## src/rtl/eth_pkg.sv

```systemverilog
// Shared Ethernet TX definitions: arbiter state encoding, ethertypes, source indices.
package eth_pkg;

    typedef enum logic [1:0] {
        IDLE,
        START,
        STREAM,
        GAP
    } tx_arb_state_t;

    localparam logic [15:0] ETH_ARP  = 16'h0806;
    localparam logic [15:0] ETH_IPV4 = 16'h0800;

    localparam int SRC_ARP  = 0;
    localparam int SRC_IPV4 = 1;

    function automatic int max_int(input int a, input int b);
        return (a > b) ? a : b;
    endfunction

endpackage

```

## src/rtl/eth_tx_arbiter_rr_arbiter.sv

```systemverilog
// Combinational round-robin picker: first set request at or above ptr, with wrap-around.
module rr_arbiter #(
    parameter int N     = 2,
    parameter int IDX_W = (N > 1) ? $clog2(N) : 1
) (
    input  logic [N-1:0]     req,
    input  logic [IDX_W-1:0] ptr,
    output logic [N-1:0]     grant,
    output logic [IDX_W-1:0] idx,
    output logic             valid
);

    int cand;

    // Scan N candidates starting at ptr; the first requester found wins.
    always_comb begin
        // NOTE: every output gets a default before the loop so no path leaves it unassigned (no latch).
        grant = '0;
        idx   = '0;
        valid = 1'b0;
        cand  = 0;
        for (int k = 0; k < N; k++) begin
            cand = int'(ptr) + k;
            if (cand >= N) begin
                cand = cand - N;
            end
            if (!valid && req[cand]) begin
                grant[cand] = 1'b1;
                idx         = IDX_W'(cand);
                valid       = 1'b1;
            end
        end
    end

endmodule

```

## src/rtl/eth_tx_arbiter.sv

```systemverilog
// Shares one MAC TX frame encoder between N_SRC payload sources: round-robin grant,
// header latching, byte-pull steering, start timeout and inter-frame gap.
module eth_tx_arbiter
    import eth_pkg::*;
#(
    parameter int N_SRC         = 2,
    parameter int IFG_CYCLES    = 12,
    parameter int START_TIMEOUT = 64
) (
    input  logic                 clk,
    input  logic                 rst,
    input  logic [N_SRC-1:0]     req,
    input  logic [48*N_SRC-1:0]  req_dest,
    input  logic [16*N_SRC-1:0]  req_ethertype,
    input  logic [N_SRC-1:0]     src_valid,
    input  logic [8*N_SRC-1:0]   src_data,
    output logic [N_SRC-1:0]     src_en,
    output logic [N_SRC-1:0]     grant,
    output logic                 enc_en,
    output logic [47:0]          enc_dest,
    output logic [15:0]          enc_ethertype,
    output logic [7:0]           enc_payload,
    input  logic                 enc_send_next,
    output logic                 busy,
    output logic                 abort
);

    localparam int IDX_W = (N_SRC > 1) ? $clog2(N_SRC) : 1;
    localparam int CNT_W = $clog2(max_int(IFG_CYCLES, START_TIMEOUT) + 1);
    localparam logic [CNT_W-1:0] CNT_MAX  = '1;
    localparam logic [CNT_W-1:0] IFG_LAST = CNT_W'(IFG_CYCLES - 1);
    localparam logic [CNT_W-1:0] TO_LAST  = CNT_W'(START_TIMEOUT - 1);

    tx_arb_state_t    state_q, state_d;
    logic [N_SRC-1:0] grant_q, grant_d;
    logic [IDX_W-1:0] gidx_q, gidx_d;
    logic [IDX_W-1:0] rr_ptr_q, rr_ptr_d;
    logic [CNT_W-1:0] cnt_q, cnt_d;
    logic [47:0]      dest_q, dest_d;
    logic [15:0]      etype_q, etype_d;
    logic             abort_q, abort_d;

    logic [N_SRC-1:0] arb_grant;
    logic [IDX_W-1:0] arb_idx;
    logic             arb_valid;

    logic             g_valid;
    logic [7:0]       g_data;
    logic             hs;

    rr_arbiter #(
        .N     (N_SRC),
        .IDX_W (IDX_W)
    ) u_rr (
        .req   (req),
        .ptr   (rr_ptr_q),
        .grant (arb_grant),
        .idx   (arb_idx),
        .valid (arb_valid)
    );

    // Steer the encoder's byte pull to the granted source while the frame is open.
    always_comb begin
        g_valid     = src_valid[gidx_q];
        g_data      = src_data[8*gidx_q +: 8];
        hs          = enc_send_next && g_valid && ((state_q == START) || (state_q == STREAM));
        enc_payload = hs ? g_data : 8'h00;
        src_en      = hs ? grant_q : '0;
    end

    assign grant         = grant_q;
    assign enc_en        = (state_q == START) || (state_q == STREAM);
    assign enc_dest      = dest_q;
    assign enc_ethertype = etype_q;
    assign busy          = (state_q != IDLE);
    assign abort         = abort_q;

    // Next-state logic: arbitration, start timeout, end-of-frame detection, gap timing.
    always_comb begin
        state_d  = state_q;
        grant_d  = grant_q;
        gidx_d   = gidx_q;
        rr_ptr_d = rr_ptr_q;
        cnt_d    = cnt_q;
        dest_d   = dest_q;
        etype_d  = etype_q;
        abort_d  = 1'b0;

        case (state_q)
            IDLE: begin
                if (arb_valid) begin
                    grant_d  = arb_grant;
                    gidx_d   = arb_idx;
                    dest_d   = req_dest[48*arb_idx +: 48];
                    etype_d  = req_ethertype[16*arb_idx +: 16];
                    rr_ptr_d = (arb_idx == IDX_W'(N_SRC - 1)) ? '0 : arb_idx + 1'b1;
                    cnt_d    = '0;
                    state_d  = START;
                end
            end
            START: begin
                if (enc_send_next) begin
                    state_d = STREAM;
                end else if (cnt_q >= TO_LAST) begin
                    abort_d = 1'b1;
                    grant_d = '0;
                    cnt_d   = '0;
                    state_d = GAP;
                end else begin
                    cnt_d = (cnt_q == CNT_MAX) ? cnt_q : cnt_q + 1'b1;
                end
            end
            STREAM: begin
                // The encoder asking for a byte the source no longer has marks end of payload.
                if (enc_send_next && !g_valid) begin
                    grant_d = '0;
                    cnt_d   = '0;
                    state_d = GAP;
                end
            end
            GAP: begin
                if (cnt_q >= IFG_LAST) begin
                    state_d = IDLE;
                end else begin
                    cnt_d = (cnt_q == CNT_MAX) ? cnt_q : cnt_q + 1'b1;
                end
            end
            default: begin
                state_d = IDLE;
            end
        endcase
    end

    // State and datapath registers with synchronous reset.
    always_ff @(posedge clk) begin
        // NOTE: non-blocking assignments so every flop samples pre-edge values regardless of order.
        if (rst) begin
            state_q  <= IDLE;
            grant_q  <= '0;
            gidx_q   <= '0;
            rr_ptr_q <= '0;
            cnt_q    <= '0;
            dest_q   <= '0;
            etype_q  <= '0;
            abort_q  <= 1'b0;
        end else begin
            state_q  <= state_d;
            grant_q  <= grant_d;
            gidx_q   <= gidx_d;
            rr_ptr_q <= rr_ptr_d;
            cnt_q    <= cnt_d;
            dest_q   <= dest_d;
            etype_q  <= etype_d;
            abort_q  <= abort_d;
        end
    end

endmodule
```

## config.mk

```make
export PLATFORM = sky130hd
export DESIGN_NAME = eth_tx_arbiter
export DESIGN_NICKNAME = d
export VERILOG_FILES = /design/src/rtl/eth_pkg.sv /design/src/rtl/eth_tx_arbiter_rr_arbiter.sv /design/src/rtl/eth_tx_arbiter.sv
export SDC_FILE = /design/constraint.sdc
export NUM_CORES = 1
export LEC_CHECK = 0
export BUFFER_PORTS_ARGS = -buffer_cell sky130_fd_sc_hd__clkbuf_2
export CORE_MARGIN = 8
export CORE_UTILIZATION = 46
export CTS_BUF_LIST = sky130_fd_sc_hd__clkbuf_4 sky130_fd_sc_hd__clkbuf_8
export CTS_CLUSTER_DIAMETER = 60
export DETAILED_ROUTE_END_ITERATION = 8
export MAX_ROUTING_LAYER = met4
export PLACE_DENSITY = 0.85
export REMOVE_ABC_BUFFERS = 1
export SLEW_MARGIN = 10
export SYNTH_ARGS = -nofsm -noshare
export SYNTH_HDL_FRONTEND = slang
export SYNTH_SLANG_ARGS = --single-unit
```

## constraint.sdc

```tcl
create_clock -name clk -period 5.7 [get_ports clk]
set_input_delay 1.425 -clock clk [delete_from_list [all_inputs] [get_ports clk]]
set_output_delay 1.425 -clock clk [all_outputs]
set_load 0.1 [all_outputs]
```

== Word-level counts from Yosys, hierarchy flattened ==
Index checks and enable logic that the tools add are counted.
Cells by class
  $add $sub $neg: 5
  multiply operators: 1
  magnitude comparators: 9
  eq/ne operators: 11
  shifts and indexed selects: 3
  muxes and demuxes: 42
  bitwise gates (word level): 2
  reductions and logical operators: 17
Operators with widths (count)
  96-bit by 8-bit variable part select with 48-bit output: 1
  32-bit by 1-bit greater-or-equal comparator with 1-bit output, second input constant: 2
  32-bit by 3-bit less-than comparator with 1-bit output, second input constant: 2
  32-bit two-way mux: 2
  7-bit two-way mux: 6
  32-bit by 3-bit greater-or-equal comparator with 1-bit output, second input constant: 1
  32-bit by 6-bit variable part select with 16-bit output: 1
  32-bit by 3-bit subtractor with 32-bit output, second input constant: 1
  7-bit case mux with 4 select lines: 1
  2-bit two-way mux: 12
  1-bit two-way mux: 16
  16-bit by 5-bit variable part select with 8-bit output: 1
  8-bit two-way mux: 1
  2-bit != test, second input constant: 4
  2-bit case mux with 4 select lines: 1
  4-bit AND reduction: 2
  7-bit by 1-bit adder with 7-bit output, second input constant: 1
  7-bit == test, second input constant: 1
  7-bit by 4-bit greater-or-equal comparator with 1-bit output, second input constant: 1
  7-bit by 6-bit greater-or-equal comparator with 1-bit output, second input constant: 1
  1-bit logical AND: 6
  2-bit case mux with 3 select lines: 1
  5-bit AND reduction: 1
  2-bit == test, second input constant: 2
  19 further kinds: 22
Storage, ports and cells
  register bits after elaboration: 78
  input port bits: 151
  output and inout port bits: 79
  word-level logic and storage cells: 98

== Depth between registers and ports, before layout ==
  word-level depth: 11
  depth in mapped cells: 7
  depth with buffers taken out: 6

== By module ==
Synthesis repeated with hierarchy kept, for this count alone.
Second synthesis, totals
  cells, all modules: 407
  area, all modules: 3769.9 um2
By module, submodules not included
  eth_tx_arbiter: instances 1, cells an instance 402, area each 3737.3 um2, sequential area each 1561.5 um2
  rr_arbiter: instances 1, cells an instance 5, area each 32.5 um2, sequential area each 0.0 um2

== Worst setup path after synthesis ==
Ideal clock, no wire load.
  path type: input to output
  from: input port src_valid[0]
  to: output port enc_payload[0]
  arrival: 3.177 ns
  data required time: 4.275 ns
  setup slack: 1.098 ns
  cell stages on the path: 3
  buffers on the path: 0
  cell sequence: mux2_4 > nand3_1 > nor2_1
On the way
  word-level cells in the longest chain between the ends: 5
RTL lines
  start: declaration: line eth_tx_arbiter.sv:15  | input logic [N_SRC-1:0] src_valid,
  1-bit two-way mux (not written as such) (2 in series): line eth_tx_arbiter.sv:64  | g_valid = src_valid[gidx_q];
  1-bit logical AND (2 in series): line eth_tx_arbiter.sv:66  | hs = enc_send_next && g_valid && ((state_q == START) || (state_q == STREAM));
  8-bit two-way mux: line eth_tx_arbiter.sv:67  | enc_payload = hs ? g_data : 8'h00;
  end: declaration: line eth_tx_arbiter.sv:22  | output logic [7:0] enc_payload,
Every way passes these cells. The select of a mux whose other input is x is not followed.

== Worst setup path in the final report ==
  from: input port src_valid[1]
  to: output port enc_payload[0]
The elaborated chain is that of the path after synthesis.

==> results.txt <==
In the final routed layout, each cell accounts on average for 17.72 um. The post-synthesis sequential element count is 78. The met3 track demand over resource is 6.492%. The library cell used as clock root buffer is clkbuf_8. In the routed design, unresolved DRC markers number 2. For this run, the number of standard cells in the final layout without fillers is 660. Yosys mapped a number of flops with a built-in enable equal to 0.

The kind of launch point of the worst setup path is an input pin. The slew of the pin with the lowest slew margin came out at 1150 ps. The weighted congestion reported at the end of routability-driven placement came out at 0.8693.

The reported leakage power came out at 2.271 nW. After detailed routing, the number of vias per cell comes to 5.709. The CTS buffer count came out at 9. For this run, the number of Yosys warnings is 0. Dividing total power by cell area gives a power density of 635.4 nW/um^2. The depth of the most critical reg-to-reg path came out at 4. The routed layout has 3768 vias.

Setup repair after global routing left no endpoint under its margin. Compared with the post-synthesis result, the final layout area differs by 42.05%. After global routing, the most crowded layer is met2. The post-synthesis cell type count came out at 43. In this run the core area contains 31 standard-cell rows. The number of port buffers came out at 229. The primary flip-flop cell chosen by synthesis mapping is dfxtp_1. The critical register-to-register path endpoint is cnt_q[5]$_SDFFE_PP0P_. The proportion of power drawn by combinational gates is 59.3%.

Max-cap violations in this run came to 0. The worst setup path is captured at a primary output. The internal portion of the total power is 1.284 mW. Of the total power, the share spent switching nets is 56.94%. The data required time of the worst path is 4280 ps. The violation count after the first detailed-route iteration came out at 391.

The share of layout cells above drive strength 1 came out at 45.28%. The net count reported at finish came out at 712. The part of the cycle the worst path needs came out at 71.53%. The number of setup violations in the final report is 0.

The residual antenna-violating net count after detailed routing came out at 0. Sequential cells were found to cover 47.27% of the synthesized design area. In this run the vertical extent of the chip is 100.7 um. Measured along the x axis, the die boundary spans 100.7 um.

The net switching power came out at 1.697 mW. The cell taking the most area after synthesis is dfxtp_1. The maximum clock frequency is 0.2453 GHz.

The area of the core is 7098 sq um. For hold timing, the worst endpoint is rr_ptr_q$_SDFFE_PP0P_. TritonCTS built the clock tree. For met2 alone, demand over resource in global routing was 39.99%. The total die area came out at 10150 sq um. The total global-route track usage is 22.61%. The mean instance size in the synthesized netlist came out at 9.547 sq um. The HPWL after detailed placement is 8907 um. The final wirelength came out at 11690 um. The final number of max-transition violations was 0. For this configuration, the core starts out at a cell density of 46.54%. Setup slack on the worst reg-to-reg path comes out at 3270 ps. By startpoint and endpoint, the worst setup path is classified as input pin to primary output.

The number of antenna violations at the first check in global routing came out at 0. The final reports fail on design-rule violations. The summed instance area of the synthesized netlist is 3303 sq um. The post-CTS setup repair buffer count is 0.

Adding up every negative setup slack in the final design gives 0 ps. Total power for the finished layout comes to 2.981 mW. The final number of hold-violating endpoints is 0.

The startpoint identified for the worst register-to-register timing path is gidx_q$_SDFFE_PP0P_. After clock tree synthesis, the clock-pin slew on the worst setup and hold paths is 70 ps. The minimum period implied by the final worst setup slack came out at 4077 ps. The post-cts repair resize count is 0.

The number of cells in the design after placement is 644. The startpoint identified for the worst hold timing path is rr_ptr_q$_SDFFE_PP0P_. The global-route track usage on met1 is 23.46%.

230 I/O pins were placed. The hold-critical path depth is 1. The count of H-tree levels built during CTS is 3. No sink is reached through more buffers than the 2 on the longest clock path.

The relative slew slack came out at 23.31%. The library cells used most frequently in the layout, excluding fill and tap cells, are clkbuf_2 (229), nor2_1 (80), dfxtp_1 (78). Hold repair after CTS inserted 0 buffers. The worst min-delay path category is register to register. The largest voltage drop on the vdd net came out at 358.3 uV. In this run, flip-flops and latches consume 25.4% of the power. The fraction of registers with async set/reset is 0%. Summed over all layers, the global routing overflow is 0. The pin count of the biggest net entering global routing came out at 74. The clock network power share is 15.3%. After synthesis, the largest area contributor takes up 47.27% of total cell area.

The via count of the first global-routing pass came out at 3916. The largest clock skew in the final design is 10.13 ps. The library cell used most frequently in the layout, excluding fill and tap cells, is clkbuf_2.

The cell count after synthesis is 346. Along the worst path, the maximum fanout reaches 10. By area the synthesized netlist is led by dfxtp_1 (47%), a222oi_1 (19%), nor2_1 (9.1%). The number of sinks driven by the clock tree came out at 78.

The latest clock arrival within the worst-skew pair came out at 340 ps. The run finished, with violations left. After filler insertion, the fill cell instance count of the layout stands at 606. The arrival time reported for the critical path endpoint came out at 2650 ps. The first global-routing pass estimated 18020 um of wire. The total inserted antenna cells is 0.

The first TritonRoute pass finished after 9 iterations.
==> cells by family after synthesis <==
logic type	synth area share, %
buffers and inverters	5.227
DFF	47.27
muxes	3.523
and+or+nand+nor	14.02
AOI/OAI and AO/OA	28.07
adders and majority gates	1.894
==> worst max-delay path by stage <==
| stage | from | to | slack [ps] | cells past startpoint |
|---|---|---|---|---|
| final | src_valid[1] | enc_payload[0] | 1620 | 5 |
| after global routing | src_valid[0] | enc_payload[0] | 1560 | 5 |
| after CTS | src_valid[1] | enc_payload[0] | 1630 | 5 |
| after detailed placement | src_valid[1] | enc_payload[0] | 1630 | 5 |
| after global placement | src_valid[0] | enc_payload[6] | 1710 | 5 |
| after floorplan | req[1] | enc_dest[0]$_SDFFE_PP0P_ | 250 | 3 |
==> worst max-delay path: stages <==
cell	delay, ps
clkbuf_2	80
mux2_4	160
nand3_1	280
nor2_1	220
clkbuf_2	480
==> stage by stage <==
stage | setup WS [ps] | area, sq um | utilization [%] | hold slack (ps)
2_1_floorplan | 248.8 | 3168 | - | 458.3
3_3_place_gp | 1707 | 4467 | 62.93 | 478.4
3_5_place_dp | 1634 | 4467 | 62.93 | 497.0
4_1_cts | 1631 | 4692 | 66.10 | 518.9
5_1_grt | 1555 | 4692 | 66.10 | 550.3
6_report | 1623 | 4692 | 66.10 | 516.4
==> area by class of cell <==
cell class / instances / area (sq um) / share of cell area [%]
sequential: 78 / 1562 / 33.28
timing repair buffer: 231 / 1161 / 24.75
tap: 99 / 123.9 / 2.640
clock buffer: 10 / 131.4 / 2.800
clock inverter: 6 / 93.84 / 2.000
inverter: 10 / 37.54 / 0.8000
multi-input combinational: 226 / 1583 / 33.73
==> registers in the layout, summed over array words and instances (netlist names) <==
register	flops
gidx_q	1
abort	1
rr_ptr_q	1
enc_ethertype	16
enc_dest	48
grant	2
cnt_q	7
state_q	2
==> synthesized netlist by cell type, types with 2 or more instances <==
| cell | count |
|---|---|
| nor2_1 | 80 |
| dfxtp_1 | 78 |
| a222oi_1 | 64 |
| clkbuf_1 | 23 |
| inv_1 | 10 |
| mux2i_1 | 9 |
| buf_1 | 7 |
| nand2_1 | 7 |
| a21oi_1 | 6 |
| ha_1 | 5 |
| a211oi_1 | 4 |
| o31ai_1 | 4 |
| a2111oi_0 | 3 |
| a41oi_1 | 3 |
| and3_1 | 3 |
| nand3_1 | 3 |
| nor3_1 | 3 |
| nor4_1 | 3 |
| a311oi_1 | 2 |
| and2_1 | 2 |
| buf_6 | 2 |
| o21a_1 | 2 |
| o311ai_0 | 2 |
| o41ai_1 | 2 |
==> routing by layer <==
layer	vias to the layer above	wire length [um]
met1	1761	4395
met5	-	0
met2	194	5984
met3	12	1175
met4	0	138
li1	1801	-
==> power groups by stage <==
| stage | combinational [mW] | clock [mW] | sequential, mW |
|---|---|---|---|
| floorplan | 0.626 | 0 | 1.56 |
| global placement | 1.74 | 0 | 0.761 |
| detailed placement | 1.77 | 0 | 0.765 |
| CTS | 1.77 | 0.469 | 0.756 |
| global route | 1.86 | 0.491 | 0.773 |
| finish | 1.77 | 0.456 | 0.758 |
Note: power is estimated with default switching activity, not from simulation.
